--- src/rtl/mem_port_arbiter.sv ---
// Two-port (fetch/data) arbiter in front of a single synchronous memory with MEM_LAT read latency.
// Define MEMARB_FAIR_EN to make simultaneous requests alternate; otherwise data has fixed priority.
module mem_port_arbiter #(
  parameter int ADDR_W  = 6,
  parameter int DATA_W  = 32,
  parameter int MEM_LAT = 1
) (
  input  logic              clk,
  input  logic              reset,
  input  logic              if_req,
  input  logic [ADDR_W-1:0] if_addr,
  output logic              if_ack,
  output logic [DATA_W-1:0] if_rdata,
  input  logic              d_req,
  input  logic              d_we,
  input  logic [ADDR_W-1:0] d_addr,
  input  logic [DATA_W-1:0] d_wdata,
  output logic              d_ack,
  output logic [DATA_W-1:0] d_rdata,
  output logic              memen,
  output logic              mem_we,
  output logic [ADDR_W-1:0] mem_addr,
  output logic [DATA_W-1:0] mem_wdata,
  input  logic [DATA_W-1:0] mem_rdata,
  output logic              busy,
  output logic [5:0]        counter
);

  typedef enum logic [1:0] {IDLE, ISSUE, WAIT, DONE} state_t;

  state_t     state_reg;
  logic [2:0] wcnt_reg;
  logic       win_d_reg;
  logic       grant_d;

`ifdef MEMARB_FAIR_EN
  // last_d_reg remembers whether data won the previous grant; it resets to 1 so fetch wins first.
  logic last_d_reg;
  assign grant_d = d_req && !(if_req && last_d_reg);
`else
  assign grant_d = d_req;
`endif

  always_ff @(posedge clk or negedge reset) begin
    if (!reset) begin
      state_reg <= IDLE;
      wcnt_reg  <= '0;
      win_d_reg <= 1'b0;
      memen     <= 1'b0;
      mem_we    <= 1'b0;
      mem_addr  <= '0;
      mem_wdata <= '0;
      if_ack    <= 1'b0;
      d_ack     <= 1'b0;
      if_rdata  <= '0;
      d_rdata   <= '0;
      busy      <= 1'b0;
      counter   <= '0;
`ifdef MEMARB_FAIR_EN
      last_d_reg <= 1'b1;
`endif
    end else begin
      memen  <= 1'b0;
      if_ack <= 1'b0;
      d_ack  <= 1'b0;
      case (state_reg)
        IDLE, DONE: begin
          if (if_req || d_req) begin
            state_reg <= ISSUE;
            busy      <= 1'b1;
            memen     <= 1'b1;
            win_d_reg <= grant_d;
            mem_addr  <= grant_d ? d_addr : if_addr;
            mem_we    <= grant_d && d_we;
            mem_wdata <= grant_d ? d_wdata : '0;
`ifdef MEMARB_FAIR_EN
            last_d_reg <= grant_d;
`endif
          end else begin
            state_reg <= IDLE;
            busy      <= 1'b0;
          end
        end
        ISSUE: begin
          state_reg <= WAIT;
          wcnt_reg  <= 3'(MEM_LAT);
        end
        WAIT: begin
          if (wcnt_reg == 3'd1) begin
            state_reg <= DONE;
            wcnt_reg  <= '0;
            counter   <= counter + 6'd1;
            if (win_d_reg) d_ack  <= 1'b1;
            else           if_ack <= 1'b1;
            // Writes leave both read registers untouched.
            if (!mem_we) begin
              if (win_d_reg) d_rdata  <= mem_rdata;
              else           if_rdata <= mem_rdata;
            end
          end else begin
            wcnt_reg <= wcnt_reg - 3'd1;
          end
        end
        default: state_reg <= IDLE;
      endcase
    end
  end

endmodule
--- config.mk ---
export PLATFORM = sky130hd
export DESIGN_NAME = mem_port_arbiter
export DESIGN_NICKNAME = d
export VERILOG_FILES = /design/src/rtl/mem_port_arbiter.sv
export SDC_FILE = /design/constraint.sdc
export NUM_CORES = 1
export LEC_CHECK = 0
export CORE_MARGIN = 3
export CORE_UTILIZATION = 33
export CTS_BUF_LIST = sky130_fd_sc_hd__clkbuf_4 sky130_fd_sc_hd__clkbuf_8 sky130_fd_sc_hd__clkbuf_16
export DETAILED_ROUTE_END_ITERATION = 10
export GPL_ROUTABILITY_DRIVEN = 0
export PLACE_DENSITY_LB_ADDON = 0.1
export SYNTH_ARGS = -nofsm -noshare
export SYNTH_HDL_FRONTEND = slang
export SYNTH_SLANG_ARGS = --single-unit
--- constraint.sdc ---
create_clock -name clk -period 3.3 [get_ports clk]
set_clock_uncertainty 0.05 [all_clocks]
set_input_delay 0.825 -clock clk [delete_from_list [all_inputs] [get_ports clk]]
set_output_delay 0.825 -clock clk [all_outputs]
set_load 0.03 [all_outputs]
Yosys cells after proc, flatten, opt, wreduce, memory -nomap -nowiden --
Index checks and enable logic that the tools add are counted.
Cells by class: muxes and demuxes 15, reductions and logical operators 9, add/subtract/negate cells 2, equality and inequality tests 5, bitwise gates (word level) 2
Operators with widths (count):
- two-way mux 32 bit | 1
- two-way mux 1 bit | 9
- AND reduction 4 bit | 2
- adder 6 x 1 -> 6 bit, second input constant | 1
- two-way mux 6 bit | 1
- case mux 2 bit (3 select lines) | 1
- case mux 3 bit (2 select lines) | 1
- == test 2 bit, second input constant | 2
- AND reduction 2 bit | 2
- == test 3 x 1 -> 1 bit, second input constant | 1
- two-way mux 3 bit | 1
- subtractor 3 x 1 -> 3 bit, second input constant | 1
- == test 2 x 1 -> 1 bit, second input constant | 1
- logical NOT 2 bit | 1
- two-way mux 2 bit | 1
- != test 2 bit, second input constant | 1
- NOT 1 bit | 2
- nonzero test 2 bit | 1
- OR reduction 2 bit | 1
- logical AND 1 bit | 1
- logical OR 1 bit | 1
Word-level totals: word-level logic and storage cells 46, output and inout bits 113, input port bits 81, register bits 119

Longest topological paths before layout --
depth after elaboration 3, gate-level depth with buffers 7, mapped depth without buffers 5

Worst setup path after synthesis --
No wires, ideal clock.
path type input port to flip-flop, from in d_req, to reg mem_wdata[22], cell stages on the path 6, setup slack 1.331 ns, data arrival time 1.852 ns, path buffers 3, library setup time 0.066 ns, path through clkbuf_1 o21ai_0 clkbuf_1 clkbuf_1 nand2_1 nand2_1
Between the ends: word-level cells in the longest chain between the ends 2, elaborated cells on any way between the ends 3, classes of those cells mux: 1; reduce/logical: 2
Ends and longest elaborated chain:
- start, declared | line 14 | input logic d_req,
- logical OR 1 bit | line 68 | if (if_req || d_req) begin
- AND reduction 2 bit (no source line)
- end signal, assigned | line 75 | mem_wdata <= grant_d ? d_wdata : '0;
- end, declared | line 23 | output logic [DATA_W-1:0] mem_wdata,
Parallel ways exist; a longest one is shown, timed or not. A chain may end at the register's enable or synchronous reset.

Worst setup path in the final report --
from reg mem_we, to out mem_we
RTL lines:
- start, declared | line 21 | output logic mem_we,
- start signal, assigned | line 74 | mem_we <= grant_d && d_we;
No word-level cell between the ends.

==> summary.md <==
| Metric | Value |
|---|---|
| Syn_nets | 458 |
| Finished Cell Area | 7530 um^2 |
| Slew HR | 0.515 |
| DR vias/cell | 4.59 |
| CTS H-tree lvls | 4 |
| Placement Cell Area | 6920 um^2 |
| Largest net degree at the start of global routing | 57 |
| Synth top area cells | dfrtp_1, mux2_4, mux2_2 |
| Die Wd | 126 um |
| Overall Global Routing Usage | 0.155 |
| Inst Count DP | 731 |
| Num ports | 194 |
| Sequential share of the synthesized area | 0.622 |
| Setup TNS | 0 ns |
| Worst skew pair latency | 0.40 ns |
| Final Hold Violating Endpoints | 0 |
| First-pass DRT Iterations | 4 |
| DRT iter0 DRCs | 157 |
| DP HPWL | 8380 um |
| # setup viols final | 0 |
| Element type at the critical path start | flop |
| F_max | 407 MHz |
| Clock share of power | 0.206 |
| Die ar. | 16000 um^2 |
| CTS root buffer | clkbuf_16 |
| Hold buffers post-CTS | 0 |
| Slowest cell on crit path | clkdlybuf4s50_1 |
| Top cell type by total area after synthesis | dfrtp_1 |
| Pwr/cell area | 1210 nW/um^2 |
| Period utilization | 0.745 |
| Port Buf Inserts | 193 |
| Global-route wire length before repair | 19600 um |
| #FFs+latches synth | 119 |
| Final #Nets | 656 |
| CTS Sinks | 119 |
| Hold Crit Start | mem_wdata[4]$_DFFE_PN0P_ |
| Fin util | 0.536 |
| WP buf/inv | 1 |
| Part of the power in registers | 0.283 |
| Die height | 126 um |
| TritonCTS clock tree | done |
| Sw Share | 0.396 |
| Leakage power | 0.00345 uW |
| CTS clk-pin slew, worst paths | 0.05 ns |
| Worst Hold End | mem_wdata[4]$_DFFE_PN0P_ |
| Outcome | finished clean |
| Worst EP required | 2.42 ns |
| Worst Path Arrival | 1.58 ns |
| Top FF cell, synth | dfrtp_1 |
| ANT cells | 0 |
| Crit-path max cell delay | 0.72 ns |
| Biggest regs | d_rdata: 32 flops, if_rdata: 32 flops, mem_wdata: 32 flops |
| CORE AREA | 14000 um^2 |
| Max-slew violation count | 0 |
| Yosys cell types | 32 |
| Initial antenna violation count | 0 |
| Worst slew pin tran | 0.727 ns |
| Most common library cells after synthesis | dfrtp_1, nand2_1, mux2_2, nand3_1, mux2_4 |
| Vias | 3500 |
| Synth top area share | 0.622 |
| Dominant cell by count in the synthesized netlist | dfrtp_1 |
| Comb pwr share | 0.511 |
| Reg2reg setup slack | 1.03 ns |
| Final cell count without fillers | 763 |
| Fraction of registers with async set/reset | 1.00 |
| GRT overflow | 0 |
| Residual DRC count | 0 |
| Syn avg cell area | 12.9 um^2 |
| ANT nets after route | 0 |
| Setup repair bufs after CTS | 0 |
| R2r startpoint | state_reg[0]$_DFFE_PN0P_ |
| Cts repair resizes | 0 |
| Crit end category | output pin |
| Wire per inst | 15.7 um |
| Largest fanout on the critical path | 4 |
| Synth Warn # | 0 |
| RSZ-0062 raised after global routing | false |
| Layout cell share with drive strength beyond 1 | 0.184 |
| Crit-path leading delay family | buffers and inverters |
| Clock Path Buffers | 2 |
| Peak VDD IR | 0.409 mV |
| Switching pwr | 3620 uW |
| Crit path kind | reg -> out |
| Vias in the first global route | 3677 |
| Worst r2r path cells | 6 |
| Crit path time final | 2.46 ns |
| Hold depth | 2 |
| HP Class | reg -> reg |
| Area grow syn2layout | 57.3% |
| WL final | 12000 um |
| Post-Syn Area | 4790 um^2 |
| Rows | 43 |
| Post-synth EDFFs | 0 |
| Post-Synthesis Cells | 372 |
| CTS buffer count | 17 |
| Crit path cell chain | clkdlybuf4s50_1 |
| Initial Utilization | 0.341 |
| Max Cap Viol | 0 |
| R2R Path End | d_rdata[5]$_DFFE_PN0P_ |
| Internal | 5530 uW |
==> kinds of logic after synthesis <==
group,share of synthesized area
buf+inv,0.0277
flops,0.622
simple gates,0.119
mux,0.189
xor+xnor,0.00915
compound gates,0.0201
fa+ha+maj,0.0131
==> layout by cell type, fill, tap and decap left out, types with 2 or more instances in the layout <==
cell / n
clkbuf_8: 3
mux2_1: 2
mux2_2: 33
clkinv_2: 5
a21oi_1: 2
bufinv_16: 3
buf_4: 7
ha_1: 5
clkbuf_16: 17
mux2_4: 30
nor2_1: 5
mux2i_1: 6
dfrtp_1: 119
clkdlybuf4s50_1: 192
nor3_1: 4
xor2_1: 4
clkbuf_4: 3
o21ai_0: 8
inv_1: 7
nand2_1: 78
nand3_1: 33
==> worst max-delay path by stage <==
stage	from	endpoint	slack [ns]	depth (start not counted)
4_1_cts	mem_we$_DFFE_PN0P_	mem_we	0.80	1
3_5_place_dp	d_req	mem_addr[3]$_DFFE_PN0P_	0.93	4
2_1_floorplan	d_req	mem_wdata[22]$_DFFE_PN0P_	1.33	6
3_3_place_gp	d_req	mem_addr[1]$_DFFE_PN0P_	0.98	4
6_report	mem_we$_DFFE_PN0P_	mem_we	0.84	1
5_1_grt	mem_we$_DFFE_PN0P_	mem_we	0.77	1
==> layer usage <==
| layer | vias up | part of all wire | track usage |
|---|---|---|---|
| li1 | 1659 | - | - |
| met1 | 1674 | 0.45 | 0.202 |
| met2 | 154 | 0.42 | 0.220 |
| met3 | 13 | 0.11 | 0.0800 |
| met4 | 0 | 0.014 | 0.0587 |
| met5 | - | 0 | 0 |
==> per-stage QoR <==
step	hold WS, ns	power (uW)	setup WS [ns]
2_1_floorplan	0.402	5430	1.33
3_3_place_gp	0.399	7270	0.981
3_5_place_dp	0.406	7340	0.929
4_1_cts	0.417	9260	0.797
5_1_grt	0.426	9680	0.774
6_report	0.412	9140	0.842
==> power by group through the flow <==
stage / clock network [uW] / logic, uW / registers (uW)
floorplan: 0 / 1540 / 3890
global placement: 0 / 4680 / 2590
finish: 1890 / 4670 / 2590
global route: 1990 / 4990 / 2690
detailed placement: 0 / 4730 / 2610
CTS: 1930 / 4740 / 2600
==> final cells by class <==
class	count	area (um^2)
clock buffers	23	489
fillers	1232	6510
clock inverters	9	123
well taps	180	225
inverters	7	26.3
repair buffers	200	1990
multi-input cells	225	1690
flip-flops and latches	119	2980
Power figures use the tool's default switching activity.
